`src/rtl/svm_pkg.sv`:
```
// svm_pkg: constants and types shared between the SVM classifier core and
// its stream feeder.
//   IMG_LEN    words per image and per support vector
//   NUM_CORES  number of classes
//   SV_COUNT   support vectors per class
//   seg_t      segment the core expects next
//   state_t    feeder sequencer states
package svm_pkg;

  localparam int IMG_LEN   = 784;
  localparam int NUM_CORES = 10;
  localparam int SV_COUNT [0:9] = '{361, 267, 581, 632, 480, 513, 376, 432, 751, 683};

  typedef enum logic [2:0] {IMG, SV, LAM, BIAS, FIN} seg_t;
  typedef enum logic [2:0] {IDLE, ARM, BURST, WAIT, DONE} state_t;

  // Out-of-range classes report zero support vectors.
  function automatic int sv_count(input int c);
    return (c >= 0 && c < 10) ? SV_COUNT[c] : 0;
  endfunction

endpackage

```
`src/rtl/svm_stream_feeder_if.sv`:
```
// svm_stream_feeder_if: memory read port plus the outgoing data stream.
//   m_en/m_addr  read request (feeder -> memory)
//   m_data       read data, one cycle after m_en (memory -> feeder)
//   sdata/svalid stream beat (feeder -> core)
//   sready       stream ready (core -> feeder)
interface svm_stream_feeder_if #(
  parameter int WIDTH  = 16,
  parameter int AWIDTH = 20
);
  logic              m_en;
  logic [AWIDTH-1:0] m_addr;
  logic [WIDTH-1:0]  m_data;
  logic [WIDTH-1:0]  sdata;
  logic              svalid;
  logic              sready;

  modport master (output m_en, m_addr, sdata, svalid, input m_data, sready);
  modport slave  (input m_en, m_addr, sdata, svalid, output m_data, sready);
endinterface

```
`src/rtl/svm_skid_fifo.sv`:
```
// svm_skid_fifo: 2-entry FIFO absorbing read data that cannot be streamed
// out immediately.
//   clk_i, reset_i  clock, synchronous active-high reset
//   push_i, din_i   write one word (ignored when full and not popping)
//   pop_i           drop the head word (ignored when empty)
//   dout_o          head word
//   full_o, empty_o occupancy flags
//   count_o         occupancy 0..2
module svm_skid_fifo #(
  parameter int WIDTH = 16
) (
  input  logic             clk_i,
  input  logic             reset_i,
  input  logic             push_i,
  input  logic             pop_i,
  input  logic [WIDTH-1:0] din_i,
  output logic [WIDTH-1:0] dout_o,
  output logic             full_o,
  output logic             empty_o,
  output logic [1:0]       count_o
);

  logic [1:0][WIDTH-1:0] mem_q;
  logic                  rd_q, wr_q;
  logic [1:0]            cnt_q;
  logic                  do_push, do_pop;

  assign full_o  = (cnt_q == 2'd2);
  assign empty_o = (cnt_q == 2'd0);
  assign count_o = cnt_q;
  assign dout_o  = mem_q[rd_q];
  assign do_pop  = pop_i && !empty_o;
  assign do_push = push_i && (!full_o || do_pop);

  always_ff @(posedge clk_i) begin
    if (reset_i) begin
      mem_q <= '0;
      rd_q  <= 1'b0;
      wr_q  <= 1'b0;
      cnt_q <= 2'd0;
    end else begin
      if (do_push) begin
        mem_q[wr_q] <= din_i;
        wr_q        <= ~wr_q;
      end
      if (do_pop) rd_q <= ~rd_q;
      case ({do_push, do_pop})
        2'b10:   cnt_q <= cnt_q + 2'd1;
        2'b01:   cnt_q <= cnt_q - 2'd1;
        default: cnt_q <= cnt_q;
      endcase
    end
  end

endmodule

```
`src/rtl/svm_stream_feeder.sv`:
```
// svm_stream_feeder: on each core interrupt, reads the next segment (image,
// support vector, lambda or bias) from memory and streams it to the core.
//   clk_i, reset_i   clock, synchronous active-high reset
//   start_i          arm a run (IDLE only); samples the four base addresses
//   *_base_i         segment base addresses
//   interrupt_i      phase pulse from the core
//   bus              memory read port + output stream (master side)
//   busy_o           run in progress
//   done_o           one-cycle pulse after the final interrupt
//   err_o            sticky: interrupt seen while not expecting one
module svm_stream_feeder #(
  parameter int WIDTH     = 16,
  parameter int AWIDTH    = 20,
  parameter int IMG_LEN   = svm_pkg::IMG_LEN,
  parameter int NUM_CORES = svm_pkg::NUM_CORES
) (
  input  logic              clk_i,
  input  logic              reset_i,
  input  logic              start_i,
  input  logic [AWIDTH-1:0] img_base_i,
  input  logic [AWIDTH-1:0] sv_base_i,
  input  logic [AWIDTH-1:0] lam_base_i,
  input  logic [AWIDTH-1:0] bias_base_i,
  input  logic              interrupt_i,
  svm_stream_feeder_if.master bus,
  output logic              busy_o,
  output logic              done_o,
  output logic              err_o
);
  import svm_pkg::*;

  localparam int RW = $clog2(IMG_LEN + 1);
  localparam int CW = $clog2(NUM_CORES + 1);

  state_t            state_q, state_d;
  seg_t              seg_q, seg_d;
  logic [AWIDTH-1:0] img_base_q, img_base_d, bias_base_q, bias_base_d;
  logic [AWIDTH-1:0] sv_ptr_q, sv_ptr_d, lam_ptr_q, lam_ptr_d;
  logic [AWIDTH-1:0] addr_q, addr_d;
  logic [RW-1:0]     rem_q, rem_d;
  logic [CW-1:0]     core_q, core_d;
  logic [15:0]       sv_cnt_q, sv_cnt_d;
  logic              err_q, err_d;
  logic              pend_q;   // read issued last cycle, data on m_data now

  logic              f_push, f_pop, f_full, f_empty;
  logic [1:0]        f_cnt, occ;
  logic [WIDTH-1:0]  f_head;
  logic              issue, xfer, drained;

  svm_skid_fifo #(.WIDTH(WIDTH)) u_fifo (
    .clk_i   (clk_i),
    .reset_i (reset_i),
    .push_i  (f_push),
    .pop_i   (f_pop),
    .din_i   (bus.m_data),
    .dout_o  (f_head),
    .full_o  (f_full),
    .empty_o (f_empty),
    .count_o (f_cnt)
  );

  // Returning read data bypasses the FIFO when it is empty, so a burst
  // streams out one cycle after its first read. Data only enters the FIFO
  // when it cannot leave in the cycle it arrives.
  assign bus.svalid = !f_empty || pend_q;
  assign bus.sdata  = !f_empty ? f_head : (pend_q ? bus.m_data : '0);
  assign xfer       = bus.svalid && bus.sready;
  assign f_pop      = !f_empty && bus.sready;
  assign f_push     = pend_q && !(f_empty && bus.sready);

  // In-flight read counts as occupied so the FIFO can always take it.
  assign occ     = f_cnt + {1'b0, pend_q};
  assign issue   = (state_q == BURST) && (rem_q != '0) && (occ < 2'd2) && !f_full;
  assign drained = (rem_q == '0) && ((occ == 2'd0) || ((occ == 2'd1) && xfer));

  assign bus.m_en   = issue;
  assign bus.m_addr = addr_q;
  assign busy_o     = state_q inside {ARM, BURST, WAIT};
  assign done_o     = (state_q == DONE);
  assign err_o      = err_q;

  always_comb begin
    state_d     = state_q;
    seg_d       = seg_q;
    img_base_d  = img_base_q;
    bias_base_d = bias_base_q;
    sv_ptr_d    = sv_ptr_q;
    lam_ptr_d   = lam_ptr_q;
    addr_d      = addr_q;
    rem_d       = rem_q;
    core_d      = core_q;
    sv_cnt_d    = sv_cnt_q;
    err_d       = err_q;
    case (state_q)
      IDLE: begin
        if (start_i) begin
          img_base_d  = img_base_i;
          bias_base_d = bias_base_i;
          sv_ptr_d    = sv_base_i;
          lam_ptr_d   = lam_base_i;
          seg_d       = IMG;
          core_d      = '0;
          sv_cnt_d    = '0;
          err_d       = 1'b0;
          state_d     = ARM;
        end else if (interrupt_i) begin
          err_d = 1'b1;
        end
      end
      ARM, WAIT: begin
        if (interrupt_i) begin
          if (seg_q == FIN) begin
            state_d = DONE;
          end else begin
            state_d = BURST;
            case (seg_q)
              IMG:     begin addr_d = img_base_q; rem_d = RW'(IMG_LEN); end
              SV:      begin addr_d = sv_ptr_q;   rem_d = RW'(IMG_LEN); end
              LAM:     begin addr_d = lam_ptr_q;  rem_d = RW'(1); end
              BIAS:    begin addr_d = bias_base_q + AWIDTH'(core_q); rem_d = RW'(1); end
              default: state_d = WAIT;
            endcase
          end
        end
      end
      BURST: begin
        // A stray interrupt is flagged but does not disturb the burst.
        if (interrupt_i) err_d = 1'b1;
        if (issue) begin
          addr_d = addr_q + AWIDTH'(1);
          rem_d  = rem_q - RW'(1);
        end
        if (drained) begin
          state_d = WAIT;
          case (seg_q)
            IMG: seg_d = SV;
            SV: begin
              seg_d    = LAM;
              sv_ptr_d = sv_ptr_q + AWIDTH'(IMG_LEN);
            end
            LAM: begin
              sv_cnt_d  = sv_cnt_q + 16'd1;
              lam_ptr_d = lam_ptr_q + AWIDTH'(1);
              seg_d     = (sv_cnt_d == 16'(sv_count(int'(core_q)))) ? BIAS : SV;
            end
            BIAS: begin
              core_d   = core_q + CW'(1);
              sv_cnt_d = '0;
              seg_d    = (core_d == CW'(NUM_CORES)) ? FIN : SV;
            end
            default: seg_d = seg_q;
          endcase
        end
      end
      DONE: begin
        if (interrupt_i) err_d = 1'b1;
        state_d = IDLE;
      end
      default: state_d = IDLE;
    endcase
  end

  always_ff @(posedge clk_i) begin
    if (reset_i) begin
      state_q     <= IDLE;
      seg_q       <= IMG;
      img_base_q  <= '0;
      bias_base_q <= '0;
      sv_ptr_q    <= '0;
      lam_ptr_q   <= '0;
      addr_q      <= '0;
      rem_q       <= '0;
      core_q      <= '0;
      sv_cnt_q    <= '0;
      err_q       <= 1'b0;
      pend_q      <= 1'b0;
    end else begin
      state_q     <= state_d;
      seg_q       <= seg_d;
      img_base_q  <= img_base_d;
      bias_base_q <= bias_base_d;
      sv_ptr_q    <= sv_ptr_d;
      lam_ptr_q   <= lam_ptr_d;
      addr_q      <= addr_d;
      rem_q       <= rem_d;
      core_q      <= core_d;
      sv_cnt_q    <= sv_cnt_d;
      err_q       <= err_d;
      pend_q      <= issue;
    end
  end

endmodule
```
`src/flat_wrapper.sv`:
```
// flat-port wrapper written by rule: the top's interface ports become plain ports
module svm_stream_feeder_flat import svm_pkg::*;
#(
  parameter int WIDTH     = 16,
  parameter int AWIDTH    = 20,
  parameter int IMG_LEN   = svm_pkg::IMG_LEN,
  parameter int NUM_CORES = svm_pkg::NUM_CORES
)
  (clk_i, reset_i, start_i, img_base_i, sv_base_i, lam_base_i, bias_base_i, interrupt_i, busy_o, done_o, err_o, bus_m_en, bus_m_addr, bus_sdata, bus_svalid, bus_m_data, bus_sready);
  svm_stream_feeder_if #(.WIDTH(WIDTH), .AWIDTH(AWIDTH)) bus_i ();
  input  logic clk_i;
  input  logic reset_i;
  input  logic start_i;
  input  logic [AWIDTH-1:0] img_base_i;
  input  logic [AWIDTH-1:0] sv_base_i;
  input  logic [AWIDTH-1:0] lam_base_i;
  input  logic [AWIDTH-1:0] bias_base_i;
  input  logic interrupt_i;
  output logic busy_o;
  output logic done_o;
  output logic err_o;
  output wire logic [$bits(bus_i.m_en)-1:0] bus_m_en;
  output wire logic [$bits(bus_i.m_addr)-1:0] bus_m_addr;
  output wire logic [$bits(bus_i.sdata)-1:0] bus_sdata;
  output wire logic [$bits(bus_i.svalid)-1:0] bus_svalid;
  input wire logic [$bits(bus_i.m_data)-1:0] bus_m_data;
  input wire logic [$bits(bus_i.sready)-1:0] bus_sready;
  assign bus_m_en = bus_i.m_en;
  assign bus_m_addr = bus_i.m_addr;
  assign bus_sdata = bus_i.sdata;
  assign bus_svalid = bus_i.svalid;
  assign bus_i.m_data = bus_m_data;
  assign bus_i.sready = bus_sready;
  svm_stream_feeder #(.WIDTH(WIDTH), .AWIDTH(AWIDTH), .IMG_LEN(IMG_LEN), .NUM_CORES(NUM_CORES)) u_core (.clk_i(clk_i), .reset_i(reset_i), .start_i(start_i), .img_base_i(img_base_i), .sv_base_i(sv_base_i), .lam_base_i(lam_base_i), .bias_base_i(bias_base_i), .interrupt_i(interrupt_i), .bus(bus_i), .busy_o(busy_o), .done_o(done_o), .err_o(err_o));
endmodule
```
`config.mk`:
```
export PLATFORM = sky130hd
export DESIGN_NAME = svm_stream_feeder_flat
export DESIGN_NICKNAME = d
export VERILOG_FILES = /design/src/rtl/svm_pkg.sv /design/src/rtl/svm_stream_feeder_if.sv /design/src/rtl/svm_skid_fifo.sv /design/src/rtl/svm_stream_feeder.sv /design/src/flat_wrapper.sv
export SDC_FILE = /design/constraint.sdc
export NUM_CORES = 1
export LEC_CHECK = 0
export CAP_MARGIN = 10
export CORE_ASPECT_RATIO = 1.4
export CORE_MARGIN = 4
export CORE_UTILIZATION = 60
export DETAILED_ROUTE_END_ITERATION = 12
export GPL_TIMING_DRIVEN = 0
export PLACE_DENSITY = 0.95
export SYNTH_ARGS = -nofsm -noshare
export SYNTH_HDL_FRONTEND = slang
export SYNTH_SLANG_ARGS = --single-unit
```
`constraint.sdc`:
```
create_clock -name clk_i -period 3.91 [get_ports clk_i]
set_clock_uncertainty 0.2 [all_clocks]
set_input_delay 0.5865 -clock clk_i [delete_from_list [all_inputs] [get_ports clk_i]]
set_output_delay 0.5865 -clock clk_i [all_outputs]
set_load 0.02 [all_outputs]
```
* Word level (Yosys, flattened, before mapping)
Memory sizes are Yosys's and may differ from the RTL's.
Cells that the tools add are included.
** Word-level totals
- Register bits :: 174
- Memories kept :: 1
- ROM bits :: 512
** Memories
- (no name shown) :: depth 16, bits a word 32, read ports 1, clocked after Yosys merged registers in 0, write ports 0, line svm_pkg.sv:19 : return (c >= 0 && c < 10) ? SV_COUNT[c] : 0;
** Cells by class
- Multiplexer cells :: 52
- Eq/ne operators :: 26
- Magnitude comparators :: 6
- $add $sub $neg :: 10
- Bitwise logic cells :: 3
- Reductions and logical operators :: 43
** Operators with widths (number)
- two-way mux 20 bit :: 9
- two-way mux 16 bit :: 10
- case mux 20 bit (2 select lines) :: 3
- case mux 20 bit (4 select lines) :: 1
- case mux 16 bit (2 select lines) :: 2
- adder 20 x 1 -> 20 bit, second input constant :: 2
- case mux 10 bit (2 select lines) :: 2
- bitwise mux 32 bit :: 1
- >= comparator 32 x 5 -> 1 bit, second input constant :: 1
- NOT 4 -> 32 bit :: 1
- two-way mux 10 bit :: 3
- two-way mux 3 bit :: 7
- adder 20 x 10 -> 20 bit, second input constant :: 1
- adder 20 x 4 -> 20 bit :: 1
- AND reduction 4 bit :: 5
- adder 16 x 1 -> 16 bit, second input constant :: 1
- demux 16 bit (select 1 bit) :: 1
- equality test 16 bit :: 1
- != test 2 bit, second input constant :: 7
- equality test 3 x 2 -> 1 bit, second input constant :: 4
- logical AND 1 bit :: 12
- two-way mux 4 bit :: 3
- case mux 3 bit (4 select lines) :: 1
- logical NOT 10 bit :: 1
- 38 further kinds :: 60

* Logic depth before layout (Yosys ltp)
- Word-level depth :: 10
- Mapped depth :: 10
- Gate-level depth less buffers :: 8

* By module
Synthesis repeated with hierarchy kept, for this count alone.
** Unflattened totals
- Cell total of the unflattened synthesis :: 1369
- Area, all modules :: 10341.2 um^2
** By module, submodules not included
- svm_stream_feeder :: cells an instance 1209, area each 8618.3 um^2, times used 1
- svm_skid_fifo :: cells an instance 160, area each 1722.9 um^2, times used 1

* Worst setup path before layout
No wires, ideal clock.
- Path type :: register to register
- Start point :: register u_core.core_q[0]
- End point :: register u_core.addr_q[4] (netlist: u_core.bus.m_addr[4])
- Data required time :: 3.581 ns
- Path slack :: 1.359 ns
- Cell stages (with the launch flop) :: 10
- Clock period less this slack :: 2.551 ns
- Arrival time :: 2.222 ns
- Cell sequence :: dfxtp_1 -> ha_1 -> fa_1 -> a21o_1 -> a21oi_1 -> clkbuf_1 -> xnor2_1 -> a221oi_1 -> o32a_1 -> o32ai_1
** Between the ends
- Longest elaborated chain between the ends :: 5
** RTL lines
- from (decl) :: line svm_stream_feeder.sv:41 : logic [CW-1:0] core_q, core_d;
- from (signal assigned) :: line svm_stream_feeder.sv:187 : core_q <= core_d;
- adder 20 x 4 -> 20 bit :: line svm_stream_feeder.sv:121 : BIAS: begin addr_d = bias_base_q + AWIDTH'(core_q); rem_d = RW'(1); end
- case mux 20 bit (4 select lines) :: line svm_stream_feeder.sv:117 : case (seg_q)
- two-way mux 20 bit :: line svm_stream_feeder.sv:113 : if (seg_q == FIN) begin
- two-way mux 20 bit :: line svm_stream_feeder.sv:112 : if (interrupt_i) begin
- case mux 20 bit (2 select lines) :: line svm_stream_feeder.sv:95 : case (state_q)
- to (signal assigned) :: line svm_stream_feeder.sv:185 : addr_q <= addr_d;
- to (decl) :: line svm_stream_feeder.sv:39 : logic [AWIDTH-1:0] addr_q, addr_d;
Every way passes these cells. The select of a mux whose other input is x is not followed.
A chain may end at the register's enable or synchronous reset.

* Worst setup path in the final report
- Start point :: register u_core.u_fifo.rd_q
- End point :: output port bus_sdata[13]
** Between the ends
- Longest elaborated chain between the ends :: 3
** RTL lines
- from (decl) :: line svm_skid_fifo.sv:24 : logic rd_q, wr_q;
- from (signal assigned) :: line svm_skid_fifo.sv:46 : if (do_pop) rd_q <= ~rd_q;
- two-way mux 16 bit (not written as such) (2 in series) :: line svm_skid_fifo.sv:31 : assign dout_o = mem_q[rd_q];
- two-way mux 16 bit :: line svm_stream_feeder.sv:67 : assign bus.sdata = !f_empty ? f_head : (pend_q ? bus.m_data : '0);
- to (decl) :: line flat_wrapper.sv:24 : output wire logic [$bits(bus_i.sdata)-1:0] bus_sdata;
Every way passes these cells. The select of a mux whose other input is x is not followed.

==> reports/qor.txt <==
Synth Cell Area: 10,360 µm²
Die Y-Extent: 163.5 µm
EDFF count, synth: 0
Pwr per Cell Area: 368.9 nW/µm²
startpoint types: flip-flop
Placement Setup Slack: 0.5522 ns
most used cell, CP: clkbuf_1
Port Buffers: 140
max_slew headroom: 0.2853
row count: 56
Crit path largest cell delay: 0.63 ns
Post-CTS Hold Buffers: 0
Worst EP arrival: 2.85 ns
Yosys cell types: 78
Max-Cap Viols: 0
vias per cell: 6.598
DP HPWL: 30.12 mm
metal2 WL: 18.99 mm
sequential element share of the synthesized area: 0.3363
Starting Density: 0.6134
dpl cell area: 12,050 µm²
layout cell share with drive strength beyond 1: 0.04600
post-route cell area: 12,590 µm²
setup TNS: 0 ns
Final ANT Viol Nets: 0
detailed-routed wire length on met3: 3.814 mm
Synth warnings: 0
I/O pin count: 142
clk buf depth: 2
clock slew at reported path FFs: 0.07 ns
FF+latch area: 3483 µm²
Clock Tree Root: clkbuf_16
critical path class: flip-flop to output pin
Slowest-stage cell, CP: clkbuf_1
Leakage: 4.420 nW
global route total overflow: 0
Placed Cells: 1,788
ys async rst share: 0
WHS: 0.2538 ns
area of the multi-input gates: 6305 µm²
Period minus WS final: 3.639 ns
CP max FO: 10
final core occ: 0.7459
VDD IR max: 287.9 µV
fin nets: 1,693
fin worst setup slack: 0.2708 ns
element type at the critical path end: output pin
Synth Net Count: 1,534
Iteration-0 DRC Markers: 1,430
first-pass GRT wire length: 61.31 mm
final setup vio count: 0
syn avg cell area: 7.315 µm²
Synth Instances: 1,416
routed wire length: 40.24 mm
clock sinks: 174
antenna cells: 0
CP required: 3.12 ns
clock latency on the worst-skew pair: 0.45 ns
worst slew pin tran: 1.072 ns
Hold Fails Final Rpt: 0
die area: 19,460 µm²
Design Power: 4.646 mW
Final Max Slew Viols: 0
total CTS buffers: 17
Final Wtd Congestion: 1.047
vias in the first global route: 11,550
count of state elements after synthesis: 174
Fillers: 1,320
area grow syn2layout: 21.58%
M1 WL: 13.98 mm
Final period util: 0.9307
status: finished, final reports clean
WL per Instance: 22.12 µm
Synth Flop Type: dfxtp_1
core region area: 16,890 µm²
Overall Global Routing Usage: 0.4023
setup bufs post-CTS: 0
highest routing layer actually used: met4
CP Buf/Inv Count: 3
DR vias: 12,000
DRC: 0
H-tree depth: 4
CTS tree: yes
drt first pass iters: 6
fmax: 0.2748 GHz
crit path cell chain: clkbuf_1, clkbuf_1, mux2i_1, o21ai_0, clkdlybuf4s50_1
worst hold-check path type: flip-flop to flip-flop
initial antenna violation count: 0
unrepaired setup endpoints after global routing: no
pin count of the biggest net entering global routing: 17
width of the chip: 119.1 µm
Layout Cells excl Fill: 1,819
crit-path leading delay family: buffers and inverters
CTS resizes: 0
area by class of cell:
class / count / share of cell area
Clock buffer: 18 / 0.03487
Sequential cell: 174 / 0.2766
Multi-Input combinational cell: 1097 / 0.5006
Clock inverter: 13 / 0.008345
Tap cell: 232 / 0.02305
Timing Repair Buffer: 140 / 0.1113
Buffer: 107 / 0.03398
Inverter: 38 / 0.01133
worst reg2reg max path: stages, from the launching register on:
cell	delay, ns
dfxtp_1	0.30
buf_2	0.23
or3b_2	0.17
buf_2	0.21
clkbuf_1	0.63
buf_2	0.47
buf_1	0.64
o211ai_1	0.31
o21ai_0	0.17
a21oi_1	0.09
cell usage after synthesis, types with 15 or more instances:
master / number / share of area
a211oi_1: 20 / 0.014
a21oi_1: 170 / 0.082
and3_1: 16 / 0.0097
clkbuf_1: 80 / 0.029
dfxtp_1: 174 / 0.34
ha_1: 16 / 0.019
inv_1: 38 / 0.014
mux2i_1: 38 / 0.037
nand2_1: 221 / 0.080
nand2b_1: 24 / 0.014
nand3_1: 57 / 0.028
nand4_1: 17 / 0.010
nor2_1: 103 / 0.037
nor2b_1: 15 / 0.0091
nor3_1: 39 / 0.019
o21ai_0: 108 / 0.052
or3_1: 17 / 0.010
xnor2_1: 28 / 0.024
cells by family after synthesis:
| family | count (synthesis) | share of synthesized area |
|---|---|---|
| AOI/OAI and AO/OA | 430 | 0.2508 |
| xor gates and xnor gates | 39 | 0.03298 |
| adders and majority gates | 17 | 0.02126 |
| buffers and inverters | 145 | 0.05508 |
| DFF | 174 | 0.3363 |
| muxes | 40 | 0.03889 |
| and+or+nand+nor | 571 | 0.2648 |
report_power, final:
part | internal (mW) | leakage (nW) | total (mW) | switching, mW
Clock | 0.843 | 0.268 | 1.65 | 0.802
Sequential | 1.88 | 1.42 | 2.02 | 0.140
Combinational | 0.379 | 2.74 | 0.978 | 0.599
flip-flops by register name, indices dropped and copies added, names as in the netlist:
name                   count
u_core.seg_q               3
u_core.bus.m_addr         20
u_core.state_q             3
u_core.sv_cnt_q           16
u_core.u_fifo.count_o      2
u_core.sv_ptr_q           20
u_core.err_o               1
u_core.u_fifo.wr_q         1
u_core.bias_base_q        20
u_core.u_fifo.mem_q       32
u_core.lam_ptr_q          20
u_core.rem_q              10
u_core.pend_q              1
u_core.core_q              4
u_core.img_base_q         20
u_core.u_fifo.rd_q         1
worst paths after layout:
kind / start / slack (ns) / endpoint / depth (start not counted)
worst max-delay path: u_core.u_fifo.rd_q / 0.27 / bus_sdata[13] / 5
worst min-delay path: u_core.sv_ptr_q[0] / 0.25 / u_core.sv_ptr_q[0] / 2
worst max register to register: u_core.state_q[2] / 0.39 / u_core.bus.m_addr[13] / 9
worst min register to register: u_core.sv_ptr_q[0] / 0.25 / u_core.sv_ptr_q[0] / 2
metal layers:
layer | vias to the layer above | GRT usage
met5 | - | 0
met4 | 0 | 0.3110
met3 | 245 | 0.08729
met2 | 823 | 0.6797
met1 | 5551 | 0.4366
li1 | 5382 | -
cells in the final DEF (no fill, tap or decap), types with 6 or more instances in the layout:
cell type / Yosys / final
buf_2: 14 / 14
buf_1: 10 / 10
o31ai_1: 11 / 11
xor2_1: 11 / 11
clkbuf_16: 0 / 17
clkdlybuf4s50_1: 0 / 140
a21oi_1: 170 / 170
nand2_1: 221 / 221
a311oi_1: 6 / 6
dfxtp_1: 174 / 174
ha_1: 16 / 16
clkbuf_1: 80 / 80
inv_1: 38 / 38
nor4_1: 14 / 14
nand4_1: 17 / 17
inv_6: 0 / 6
xnor2_1: 28 / 28
and3_1: 16 / 16
o22ai_1: 12 / 12
or2_2: 6 / 6
a31oi_1: 14 / 14
nand2b_1: 24 / 24
nor2b_1: 15 / 15
or3_1: 17 / 17
a22oi_1: 7 / 7
a221oi_1: 9 / 9
mux2i_1: 38 / 38
nand3b_1: 6 / 6
a211oi_1: 20 / 20
o32ai_1: 6 / 6
nor3_1: 39 / 39
nor2_1: 103 / 103
o211ai_1: 7 / 7
nand3_1: 57 / 57
o21ai_0: 108 / 108
Power figures use the tool's default switching activity.
